**config.mk**
```make
export PLATFORM = sky130hd
export DESIGN_NAME = wb_axisout
export DESIGN_NICKNAME = d
export VERILOG_FILES = /design/src/rtl/wb_axisout_pkg.sv /design/src/rtl/wb_axisout_fifo.sv /design/src/rtl/wb_axisout.sv
export SDC_FILE = /design/constraint.sdc
export NUM_CORES = 1
export LEC_CHECK = 0
export CAP_MARGIN = 5
export CORE_ASPECT_RATIO = 0.5
export CORE_MARGIN = 2
export CORE_UTILIZATION = 25
export DETAILED_ROUTE_END_ITERATION = 7
export PLACE_DENSITY = 0.44
export SLEW_MARGIN = 20
export SYNTH_ARGS = -nofsm -noshare
export SYNTH_HDL_FRONTEND = slang
export SYNTH_HIERARCHICAL = 1
export SYNTH_SLANG_ARGS = --single-unit
export TNS_END_PERCENT = 5
```
**constraint.sdc**
```tcl
create_clock -name wb_clk_i -period 5 [get_ports wb_clk_i]
set_clock_uncertainty 0.05 [all_clocks]
set_input_delay 1 -clock wb_clk_i [delete_from_list [all_inputs] [get_ports wb_clk_i]]
set_output_delay 1 -clock wb_clk_i [all_outputs]
set_load 0.01 [all_outputs]
```
**src/rtl/wb_axisout_pkg.sv**
```systemverilog
// ============================================================================
//  Module      : wb_axisout_pkg
//  Description : Shared constants for the Wishbone-to-AXIS output bridge.
//  Revision    : 1.0 - initial release
// ============================================================================
`default_nettype none

package wb_axisout_pkg;

    // Wishbone user window tag and register offsets
    localparam logic [7:0] WIN_TAG  = 8'h30;
    localparam logic [7:0] OFS_POP  = 8'h84;
    localparam logic [7:0] OFS_STAT = 8'h8C;
    localparam logic [7:0] OFS_CLR  = 8'h90;

    // Bridge FSM encoding
    localparam logic [1:0] ST_IDLE = 2'd0;
    localparam logic [1:0] ST_POP  = 2'd1;
    localparam logic [1:0] ST_STAT = 2'd2;
    localparam logic [1:0] ST_CLR  = 2'd3;

    // Status word layout
    localparam int STAT_EMPTY_BIT = 0;
    localparam int STAT_FULL_BIT  = 1;
    localparam int STAT_LAST_BIT  = 2;
    localparam int STAT_CNT_LSB   = 8;
    localparam int STAT_CNT_W     = 5;

    function automatic logic [31:0] status_word(
        input logic                  empty,
        input logic                  full,
        input logic                  last_seen,
        input logic [STAT_CNT_W-1:0] count
    );
        logic [31:0] word;
        word                               = '0;
        word[STAT_EMPTY_BIT]               = empty;
        word[STAT_FULL_BIT]                = full;
        word[STAT_LAST_BIT]                = last_seen;
        word[STAT_CNT_LSB +: STAT_CNT_W]   = count;
        return word;
    endfunction

endpackage

`default_nettype wire

```
**src/rtl/wb_axisout_fifo.sv**
```systemverilog
// ============================================================================
//  Module      : axis_sync_fifo
//  Description : Single-clock circular FIFO with flush and head-of-queue output.
//  Revision    : 1.0 - initial release
// ============================================================================
`default_nettype none

module axis_sync_fifo #(
    parameter int WIDTH = 33,
    parameter int DEPTH = 8
) (
    input  logic                     clk,
    input  logic                     rst,
    input  logic                     i_push,
    input  logic                     i_pop,
    input  logic                     i_flush,
    input  logic [WIDTH-1:0]         i_wdata,
    output logic [WIDTH-1:0]         o_head,
    output logic                     o_full,
    output logic                     o_empty,
    output logic [$clog2(DEPTH):0]   o_count
);

    localparam int PTR_W = $clog2(DEPTH);
    localparam int CNT_W = PTR_W + 1;

    logic [WIDTH-1:0] r_mem_q [DEPTH];
    logic [PTR_W-1:0] r_wptr_q, w_wptr_d;
    logic [PTR_W-1:0] r_rptr_q, w_rptr_d;
    logic [CNT_W-1:0] r_count_q, w_count_d;
    logic             w_do_push, w_do_pop;

    assign o_full    = (r_count_q == CNT_W'(DEPTH));
    assign o_empty   = (r_count_q == '0);
    assign o_count   = r_count_q;
    assign o_head    = r_mem_q[r_rptr_q];
    assign w_do_push = i_push & ~o_full;
    assign w_do_pop  = i_pop & ~o_empty;

    // Power-of-two depth lets the pointers wrap by plain overflow
    always_comb begin
        w_wptr_d  = r_wptr_q;
        w_rptr_d  = r_rptr_q;
        w_count_d = r_count_q;
        if (i_flush) begin
            w_wptr_d  = '0;
            w_rptr_d  = '0;
            w_count_d = '0;
        end else begin
            if (w_do_push) w_wptr_d = r_wptr_q + PTR_W'(1);
            if (w_do_pop)  w_rptr_d = r_rptr_q + PTR_W'(1);
            case ({w_do_push, w_do_pop})
                2'b10:   w_count_d = r_count_q + CNT_W'(1);
                2'b01:   w_count_d = r_count_q - CNT_W'(1);
                default: w_count_d = r_count_q;
            endcase
        end
    end

    always_ff @(posedge clk or posedge rst) begin
        if (rst) begin
            r_wptr_q  <= '0;
            r_rptr_q  <= '0;
            r_count_q <= '0;
        end else begin
            r_wptr_q  <= w_wptr_d;
            r_rptr_q  <= w_rptr_d;
            r_count_q <= w_count_d;
        end
    end

    always_ff @(posedge clk) begin
        if (w_do_push) r_mem_q[r_wptr_q] <= i_wdata;
    end

endmodule

`default_nettype wire

```
**src/rtl/wb_axisout.sv**
```systemverilog
// ============================================================================
//  Module      : wb_axisout
//  Description : Wishbone read-out bridge for the FIR result AXI-Stream.
//  Revision    : 1.0 - initial release
// ============================================================================
`default_nettype none

module wb_axisout
    import wb_axisout_pkg::*;
#(
    parameter int pADDR_WIDTH  = 12,
    parameter int pDATA_WIDTH  = 32,
    parameter int OutFifoDepth = 8
) (
    input  logic                   wb_clk_i,
    input  logic                   wb_rst_i,
    input  logic                   wbs_stb_i,
    input  logic                   wbs_cyc_i,
    input  logic                   wbs_we_i,
    input  logic [3:0]             wbs_sel_i,
    input  logic [31:0]            wbs_dat_i,
    input  logic [31:0]            wbs_adr_i,
    output logic                   wbs_ack_o,
    output logic [31:0]            wbs_dat_o,
    input  logic                   sm_tvalid,
    input  logic [pDATA_WIDTH-1:0] sm_tdata,
    input  logic                   sm_tlast,
    output logic                   sm_tready
);

    localparam int ENTRY_W = pDATA_WIDTH + 1;
    localparam int CNT_W   = $clog2(OutFifoDepth) + 1;

    logic [1:0]         r_state_q, w_state_d;
    logic               r_last_seen_q, w_last_seen_d;
    logic               w_hit;
    logic [7:0]         w_ofs;
    logic               w_push, w_pop, w_flush;
    logic [ENTRY_W-1:0] w_head;
    logic               w_full, w_empty;
    logic [CNT_W-1:0]   w_count;
    logic               w_unused_ok;

    assign w_hit       = wbs_stb_i & wbs_cyc_i & (wbs_adr_i[31:24] == WIN_TAG);
    assign w_ofs       = wbs_adr_i[7:0];
    assign w_push      = sm_tvalid & sm_tready;
    assign w_unused_ok = ^{wbs_sel_i, wbs_dat_i, wbs_adr_i[23:8], 32'(pADDR_WIDTH)};

    axis_sync_fifo #(
        .WIDTH (ENTRY_W),
        .DEPTH (OutFifoDepth)
    ) u_fifo (
        .clk     (wb_clk_i),
        .rst     (wb_rst_i),
        .i_push  (w_push),
        .i_pop   (w_pop),
        .i_flush (w_flush),
        .i_wdata ({sm_tlast, sm_tdata}),
        .o_head  (w_head),
        .o_full  (w_full),
        .o_empty (w_empty),
        .o_count (w_count)
    );

    always_ff @(posedge wb_clk_i or posedge wb_rst_i) begin
        if (wb_rst_i) begin
            r_state_q     <= ST_IDLE;
            r_last_seen_q <= 1'b0;
        end else begin
            r_state_q     <= w_state_d;
            r_last_seen_q <= w_last_seen_d;
        end
    end

    always_comb begin
        w_state_d = r_state_q;
        case (r_state_q)
            ST_IDLE: begin
                if (w_hit && !wbs_we_i && w_ofs == OFS_POP)       w_state_d = ST_POP;
                else if (w_hit && !wbs_we_i && w_ofs == OFS_STAT) w_state_d = ST_STAT;
                else if (w_hit && wbs_we_i && w_ofs == OFS_CLR)   w_state_d = ST_CLR;
            end
            // A dropped cycle abandons the read; otherwise wait for data
            ST_POP: begin
                if (!wbs_cyc_i || !w_empty) w_state_d = ST_IDLE;
            end
            ST_STAT: w_state_d = ST_IDLE;
            ST_CLR:  w_state_d = ST_IDLE;
            default: w_state_d = ST_IDLE;
        endcase
    end

    always_comb begin
        wbs_ack_o     = 1'b0;
        wbs_dat_o     = '0;
        w_pop         = 1'b0;
        w_flush       = 1'b0;
        w_last_seen_d = r_last_seen_q;
        case (r_state_q)
            ST_POP: begin
                if (wbs_cyc_i && !w_empty) begin
                    wbs_ack_o = 1'b1;
                    wbs_dat_o = 32'(w_head[pDATA_WIDTH-1:0]);
                    w_pop     = 1'b1;
                    if (w_head[pDATA_WIDTH]) w_last_seen_d = 1'b1;
                end
            end
            ST_STAT: begin
                wbs_ack_o = 1'b1;
                wbs_dat_o = status_word(w_empty, w_full, r_last_seen_q,
                                        STAT_CNT_W'(w_count));
            end
            ST_CLR: begin
                wbs_ack_o     = 1'b1;
                w_flush       = 1'b1;
                w_last_seen_d = 1'b0;
            end
            default: ;
        endcase
        // Depends on the registered count only, so a pop never frees a slot same-cycle
        sm_tready = ~wb_rst_i & (w_count < CNT_W'(OutFifoDepth)) & (r_state_q != ST_CLR);
    end

endmodule

`default_nettype wire

```
# After elaboration in Yosys (flattened, before gate mapping)
# Memory sizes are Yosys's and may differ from the RTL's.
# Index checks and enable logic that the tools add are counted.
# op_classes
n_addsub,4
n_mul,0
div_mod_pow,0
order_cmp,1
eq_ne,15
shifts,0
n_mux,22
bitwise,10
reduce_logical,19
# ops
cell,count
$pmux 32 s2,1
$mux 32,1
$eq 8x8->1 const B,3
$mux 3,4
$eq 8x6->1 const B,1
$mux 2,4
$pmux 4 s2,1
$and 1x1->1,7
$mux 1,7
$add 3x1->3 const B,2
$eq 2x2->1 const B,3
$logic_and 1x1->1,6
$ne 2x2->1 const B,3
$pmux 2 s3,1
$reduce_bool 2->1,3
$add 4x1->4 const B,1
$eq 2x1->1 const B,2
$eq 4x4->1 const B,1
$logic_not 4->1,1
$lt 4x4->1 const B,1
$mux 4,1
$ne 4x4->1 const B,1
$pmux 1 s2,2
$sub 4x1->4 const B,1
9 further kinds,13
# word_totals
ff_bits,13
latchBits,0
mem_bits_rw,264
romBits,0
in_bits,107
out_inout_bits,34
elab_cells,77
mem_count,1
# mem_list
name,depth,word_bits,rd,rd_ports_with_merged_regs,wr,line_no,text
u_fifo.r_mem_q,8,33,1,0,1,wb_axisout_fifo.sv:27,logic [WIDTH-1:0] r_mem_q [DEPTH];

# Depth between registers and ports, before layout
# Gate-level depths: netlist (run 1).
# logic_depth
word_depth,9
depth_mapped,13
ltp_nobuf,11

# Hierarchy
# The synthesis (run 1) kept the hierarchy.
# by_module_without_submodules
module,n_inst,cells_per_inst,area_each_um2,seq_area_each_um2
axis_sync_fifo,1,464,10662.7,8177.8
wb_axisout,1,82,601.8,75.1

# Least setup slack after synthesis (run 1)
# No wires, ideal clock.
# synth_timing
path_type,input-to-reg
startpoint,input port wb_rst_i
endpoint,memory u_fifo.r_mem_q[0][0] (enable)
setup_time_ns,0.506
arrival_ns,4.941
required_time_ns,4.444
path_slack_ns,-0.497
stages,5
path_buffers,1
cell_sequence,nor3_1 and2_1 buf_2 nand2_8 nor4_1
# synth_between
elab_chain_len,7
# synth_lines
item,line_no,text
start: declaration,wb_axisout.sv:16,"input logic wb_rst_i,"
$not 1->1,wb_axisout.sv:121,sm_tready = ~wb_rst_i & (w_count < CNT_W'(OutFifoDepth)) & (r_state_q != ST_CLR);
$and 1x1->1 (2 in series),wb_axisout.sv:121,
$and 1x1->1,wb_axisout.sv:46,assign w_push = sm_tvalid & sm_tready;
net w_push,wb_axisout.sv:38,"logic w_push, w_pop, w_flush;"
$and 1x1->1,wb_axisout_fifo.sv:37,assign w_do_push = i_push & ~o_full;
$mux 1,wb_axisout_fifo.sv:73,if (w_do_push) r_mem_q[r_wptr_q] <= i_wdata;
$mux 1 (implied by the code),wb_axisout_fifo.sv:73,
end: declaration,wb_axisout_fifo.sv:27,
# The timed path passes the listed nets, and every way through them passes these cells.

# Final worst setup path (run 1)
# layout_timing
startpoint,register u_fifo.r_rptr_q[0]
endpoint,output port wbs_dat_o[11]
# layout_between
elab_chain_len,3
# layout_lines
item,line_no,text
start: declaration,wb_axisout_fifo.sv:29,"logic [PTR_W-1:0] r_rptr_q, w_rptr_d;"
start signal: assignment,wb_axisout_fifo.sv:67,r_rptr_q <= w_rptr_d;
$mem_v2 8x33,-,
net w_head[11],wb_axisout.sv:39,logic [ENTRY_W-1:0] w_head;
$mux 32,wb_axisout.sv:101,if (wbs_cyc_i && !w_empty) begin
$pmux 32 s2,wb_axisout.sv:99,case (r_state_q)
end: declaration,wb_axisout.sv:24,"output logic [31:0] wbs_dat_o,"
# The timed path passes the listed nets, and every way through them passes these cells.

==> metrics.md, run 1 <==
| Metric | Value |
|---|---|
| Die Ht | between 150 and 200 um |
| GR Overflow Total | 0 |
| Synth Flop Type | edfxtp_1 |
| Remaining DRCs | 0 |
| Worst min-delay path class | flop to flop |
| Final TNS setup | 0 ns |
| Hold Buf Count CTS | 0 |
| Port Buffers | 88 |
| Nets@finish | between 700 and 800 |
| # diodes | 0 |
| Part of the cycle the worst path needs | 0.879 |
| Clock sinks | 277 |
| GRT Max-Usage Layer | met2 |
| Total of max-cap violations | 0 |
| Clock Latency Late Sink | between 0.5 and 0.6 ns |
| Clk root buf | clkbuf_16 |
| Type of the worst setup path | flop to primary output |
| Area Growth Syn to Fin | 23.4% |
| Avg WL per Cell | between 20 and 25 um |
| GR Util met1 | 0.141 |
| Maximum vdd drop | roughly 0.00025 V |
| Critical Path Sink Type | primary output |
| Avg Cell Area, Syn | between 20 and 25 um2 |
| PostCTS Resize Cnt | 0 |
| Synth Area in Adders | 0.0100 |
| Synth Area in Simple Gates | 0.0459 |
| Initial core utilization | 0.256 |
| I/O pin count | about 140 |
| Crit path required time | a little under 4 ns |
| Rows | 54 |
| Async SR Flop Fraction | 0.0469 |
| Routed Antenna Nets | 0 |
| Compound-Gate Fraction of Synth Area | 0.0182 |
| Worst Max-Slew Pin Slew | just over 0.7 ns |
| Drt first pass iters | 4 |
| Vias in the first global route | between 5000 and 6000 |
| Fin. max-slew vios | 0 |
| Sequential share of the synthesized area | 0.733 |
| Crit-path max FO | 30 |
| Xor-xnor portion of the synthesized cell area | 0.00633 |
| Number of flops mapped to enable cells by yosys | around 260 |
| Status | finished clean |
| Via/cell ratio | approximately 4.4 |
| GR Layer Usage met3 | 0.0179 |
| Pwr Total | approximately 5.3 mW |
| Post-Synthesis Cells | approximately 550 |
| Flops & latches, synth | 277 |
| Ys Warns | 6 |
| Netlist Area Pre-Place | approximately 11000 um2 |
| Share of post-route cells with drive strength above 1 | 0.262 |
| Detailed Place HPWL | about 15000 um |
| Most frequent cells in the layout | 264 x edfxtp_1, 88 x clkdlybuf4s50_1, 66 x mux4_2, 33 x mux2_2, 29 x clkbuf_16 |
| DIE AREA | roughly 47000 um2 |
| Core box area | around 44000 um2 |
| Worst hold slack | about 0.52 ns |
| Largest net degree at the start of global routing | 54 |
| GRT Util Overall | 0.109 |
| Clock Path Buffers | 3 |
| Initial antenna violation count | 0 |
| Leak pwr | between 4 and 5 nW |
| Count of final hold-check violations | 0 |
| Pre-CTS setup slack | between 1 and 1.5 ns |
| Min Clock Period, post-route | approximately 4.4 ns |
| Syn_nets | 662 |
| Final Setup Violations | 0 |
| # H-tree levels | 1 |
| Chip Width | 304 um |
| Final Core Density | 0.316 |
| FMAX | ~0.23 GHz |
| Worst-path clk slew | 0.06 ns |
| Critical Path Start Type | flop |
| Power per cell area | between 300 and 400 nW/um2 |
| Setup slack after layout | 0.606 ns |
| Largest family of logic cells by synthesized area | multiplexers |
| Most common cell after layout, fill and taps aside | edfxtp_1 |
| Distinct cells, synth | 47 |
| Placer Congestion | around 0.71 |
| Relative slew slack | 0.527 |
| Mux share of post-synthesis cell area | 0.170 |
| CTS tree | built |
| Vias | ~5600 |
| Drt initial violations | 322 |
| Critical path arrival | around 3.3 ns |
| RSZ-0062 raised after global routing | no |
| GR Layer Usage met2 | 0.192 |
| Post-Route WL | 25600 um |
| Postcts setup bufs | 0 |
| CTS buffer count | 29 |
| First-pass GRT wire length | between 30000 and 40000 um |
[power by group]
| part | internal, mW | leakage (nW) | switching [mW] | total, mW |
|---|---|---|---|---|
| logic | 0.187 | 1.40 | 0.235 | 0.422 |
| registers | 2.70 | 2.54 | 0.109 | 2.81 |
| clock network | 1.17 | 0.435 | 0.870 | 2.04 |
| total | 4.06 | 4.37 | 1.21 | 5.27 |
[per-stage QoR]
| stage | instances | cell area [um2] |
|---|---|---|
| after floorplan | 546 | 11300 |
| after global placement | 1215 | 13000 |
| after detailed placement | 1215 | 13000 |
| after CTS | 1267 | 13900 |
| after global routing | 1267 | 13900 |
| final | 1267 | 13900 |
[cell type report]
type	instances	area, um2
Inverter	6	22.5
Multi-Input combinational cell	232	2880
Fill cell	4196	30100
Tap cell	588	736
Clock inverter	17	143
Clock buffer	35	748
Timing Repair Buffer	112	1110
Sequential cell	277	8260
[worst paths after layout]
path	startpoint	to	slack, ns	cells past startpoint
setup / recovery	u_fifo/r_rptr_q[0]	wbs_dat_o[11]	0.61	5
hold / removal	r_last_seen_q	r_last_seen_q	0.52	2
setup reg to reg	r_state_q[0]	u_fifo/o_count[3]	1.58	8
hold reg to reg	r_last_seen_q	r_last_seen_q	0.52	2
max in group asynchronous	wb_rst_i	u_fifo/r_rptr_q[0]	3.76	2
min in group asynchronous	wb_rst_i	r_last_seen_q	0.65	2
[Yosys cell counts, types with 4 or more instances]
cell type | number | area [um2]
ha_1 | 9 | 113
nor3_1 | 8 | 40.0
a22o_1 | 7 | 61.3
clkbuf_1 | 14 | 52.6
nand2_1 | 8 | 30.0
buf_6 | 4 | 45.0
mux4_2 | 66 | 1490
a21oi_1 | 8 | 40.0
and2_1 | 5 | 31.3
mux2_2 | 33 | 372
buf_2 | 9 | 45.0
nor2_1 | 12 | 45.0
inv_1 | 6 | 22.5
nand3_1 | 7 | 35.0
nand2b_1 | 4 | 25.0
xor2_1 | 4 | 35.0
dfrtp_1 | 13 | 325
edfxtp_1 | 264 | 7930
and3_1 | 24 | 150
[logic make-up (layout without fill, tap and decap cells)]
kind of cell	after synthesis	count (layout)
AOI/OAI and AO/OA	26	26
DFF	277	277
muxes	104	104
buffers and inverters	37	170
and+or+nand+nor	87	87
adders and majority gates	9	9
xor gates and xnor gates	6	6
[state kept, by name (all words and copies together) (netlist names)]
register / flops
u_fifo/r_wptr_q: 3
u_fifo/o_count: 4
r_last_seen_q: 1
u_fifo/r_mem_q: 264
u_fifo/r_rptr_q: 3
r_state_q: 2
[per-layer routing]
layer,vias to the layer above,part of all wire
met2,67,0.50
met1,3002,0.45
met4,0,0.022
met5,-,0
met3,37,0.025
li1,2486,-
[critical path, stage by stage (launching register included)]
cell and delay, ns:
dfrtp_4 0.88, buf_12 0.27, mux4_2 0.53, mux2_2 0.28, a22o_1 0.26, clkdlybuf4s50_1 0.54
(Power assumes the default switching activity.)
==> inputs of run 2 (changes only) <==
--- a/config.mk
+++ b/config.mk
@@ -10,6 +10,7 @@
 export CORE_MARGIN = 2
 export CORE_UTILIZATION = 25
 export DETAILED_ROUTE_END_ITERATION = 7
+export HOLD_SLACK_MARGIN = 0.1
 export PLACE_DENSITY = 0.44
 export SLEW_MARGIN = 20
 export SYNTH_ARGS = -nofsm -noshare
==> results of run 2 <==
Same layout as run 1: the final DEF is identical, and so are final timing and power.
==> inputs of run 3 (changes only) <==
--- a/config.mk
+++ b/config.mk
@@ -6,7 +6,6 @@
 export NUM_CORES = 1
 export LEC_CHECK = 0
 export CAP_MARGIN = 5
-export CORE_ASPECT_RATIO = 0.5
 export CORE_MARGIN = 2
 export CORE_UTILIZATION = 25
 export DETAILED_ROUTE_END_ITERATION = 7
==> metrics.md, run 3 (synthesized netlist as in run 1, its figures left out) <==
| Metric | Value |
|---|---|
| Rows | 77 (was 54) |
| Hold Buf Count CTS | 0 (unchanged) |
| Crit-path max FO | 24 (was 30) |
| Count of final hold-check violations | 0 (unchanged) |
| Final TNS setup | 0 ns (unchanged) |
| Vias in the first global route | 6288 (was 5962) |
| Via/cell ratio | 4.37 (was 4.41) |
| Worst min-delay path class | flop to flop (unchanged) |
| FMAX | 0.232 GHz (was 0.228 GHz) |
| Largest net degree at the start of global routing | 37 (was 54) |
| Worst Max-Slew Pin Slew | 1.06 ns (was 0.709 ns) |
| Clock sinks | 277 (unchanged) |
| Critical Path Sink Type | primary output (unchanged) |
| Final Setup Violations | 0 (unchanged) |
| Area Growth Syn to Fin | 24.0% (was 23.4%) |
| CTS buffer count | 30 (was 29) |
| Leak pwr | 4.39 nW (was 4.37 nW) |
| Share of post-route cells with drive strength above 1 | 0.267 (was 0.262) |
| Total of max-cap violations | 0 (unchanged) |
| # H-tree levels | 1 (unchanged) |
| Part of the cycle the worst path needs | 0.862 (was 0.879) |
| CTS tree | built (unchanged) |
| Core box area | 44300 um2 (was 44000 um2) |
| Most common cell after layout, fill and taps aside | edfxtp_1 (unchanged) |
| Relative slew slack | 0.291 (was 0.527) |
| Port Buffers | 88 (unchanged) |
| Placer Congestion | 0.721 (was 0.709) |
| Initial antenna violation count | 4 (was 0) |
| Remaining DRCs | 0 (unchanged) |
| Nets@finish | 776 (was 774) |
| Min Clock Period, post-route | 4.31 ns (was 4.39 ns) |
| Clock Latency Late Sink | 0.54 ns (was 0.56 ns) |
| Routed Antenna Nets | 0 (unchanged) |
| Die Ht | 216 um (was 154 um) |
| PostCTS Resize Cnt | 0 (unchanged) |
| Crit path required time | 3.95 ns (about the same) |
| RSZ-0062 raised after global routing | no (unchanged) |
| Sequential Power Share | 0.529 (was 0.533) |
| Drt first pass iters | 4 (unchanged) |
| Power per cell area | 382 nW/um2 (was 379 nW/um2) |
| Drt initial violations | 396 (was 322) |
| Chip Width | 216 um (was 304 um) |
| Detailed Place HPWL | 15900 um (was 14800 um) |
| DIE AREA | 46800 um2 (was 46900 um2) |
| NetSw | 1.21 mW (about the same) |
| Clk root buf | clkbuf_16 (unchanged) |
| Clock share of power | 0.390 (was 0.386) |
| Post-Route WL | 27000 um (was 25600 um) |
| Combinational power share | 0.081 (was 0.080) |
| Maximum vdd drop | 0.000263 V (was 0.000252 V) |
| Largest register FFs | 264 (unchanged) |
| Vias | 5572 (was 5592) |
| Largest Register | u_fifo/r_mem_q (unchanged) |
| I/O pin count | 141 (unchanged) |
| Initial core utilization | 0.254 (was 0.256) |
| Fin. max-slew vios | 0 (unchanged) |
| P_int | 4.12 mW (was 4.06 mW) |
| Type of the worst setup path | flop to primary output (unchanged) |
| Postcts setup bufs | 0 (unchanged) |
| Critical Path Start Type | flop (unchanged) |
| Worst-path clk slew | 0.06 ns (about the same) |
| GRT Util Overall | 0.116 (was 0.109) |
| Most frequent cells in the layout | 264 x edfxtp_1, 88 x clkdlybuf4s50_1, 66 x mux4_2, 33 x mux2_2, 31 x clkbuf_16 (was 264 x edfxtp_1, 88 x clkdlybuf4s50_1, 66 x mux4_2, 33 x mux2_2, 29 x clkbuf_16) |
| Critical path arrival | 3.26 ns (was 3.34 ns) |
| Status | finished clean (unchanged) |
| Clock Path Buffers | 3 (unchanged) |
| GR Overflow Total | 0 (unchanged) |
| Worst hold slack | 0.502 ns (was 0.521 ns) |
| Switching part of the total power | 0.226 (was 0.230) |
| Avg WL per Cell | 21.2 um (was 20.2 um) |
| First-pass GRT wire length | 40300 um (was 38500 um) |
[run 3: cell types whose count changed in the layout (fill, tap and decap cells not counted)]
cell and change:
buf_4 +1, clkinv_4 +1, clkbuf_16 +2, clkbuf_1 +3
clkinv_2 -2, clkinv_1 -4, inv_16 -1, clkinvlp_4 +3
diode_2 +1
[run 3: through the flow]
stage / area, um2 / utilization / power (mW) / setup WS (ns) / std cells
floorplan: 11300 / - / 3.08 / 0.360 / 546
global route: 14000 / 0.315 / 5.55 / 0.496 / 1274
detailed placement: 13000 / 0.294 / 3.31 / 0.861 / 1220
finish: 14000 / 0.315 / 5.33 / 0.688 / 1275
global placement: 13000 / 0.294 / 3.27 / 0.874 / 1220
CTS: 14000 / 0.315 / 5.41 / 0.576 / 1274
[run 3: area by class of cell]
class	instances	area, um2
antenna	1	2.50
clock buffer	40	810
clock inverter	14	129
fill	4315	30400
inverter	6	22.5
multi-input combinational	232	2880
sequential	277	8260
tap	592	741
timing repair buffer	113	1120
[run 3: worst max-delay path, stage by stage, from the launching register on]
cell and delay, ns:
dfrtp_4 0.75, buf_4 0.40, mux4_2 0.55, mux2_2 0.31
a22o_1 0.21, clkdlybuf4s50_1 0.49
[run 3: final timing paths]
kind	depth (start not counted)	end	from	slack [ns]
worst max-delay path	5	wbs_dat_o[10]	u_fifo/r_rptr_q[0]	0.69
worst min-delay path	2	r_last_seen_q	r_last_seen_q	0.50
worst max register to register	8	u_fifo/o_count[3]	r_state_q[0]	1.62
worst min register to register	2	r_last_seen_q	r_last_seen_q	0.50
max in group asynchronous	2	u_fifo/r_rptr_q[0]	wb_rst_i	3.75
min in group asynchronous	2	r_state_q[1]	wb_rst_i	0.66
[run 3: power by group through the flow]
| stage | registers [mW] | logic (mW) | clock network, mW |
|---|---|---|---|
| floorplan | 2.81 | 0.270 | 0 |
| global placement | 2.85 | 0.423 | 0 |
| detailed placement | 2.87 | 0.439 | 0 |
| CTS | 2.82 | 0.441 | 2.15 |
| global route | 2.83 | 0.474 | 2.24 |
| finish | 2.82 | 0.431 | 2.08 |
[run 3: layer usage]
layer | wire (um) | part of all wire | global-route usage
met5 | 51 | 0.0019 | 0
met4 | 426 | 0.016 | 0.0256
met3 | 1050 | 0.039 | 0.0226
met2 | 13200 | 0.49 | 0.198
met1 | 12300 | 0.46 | 0.152
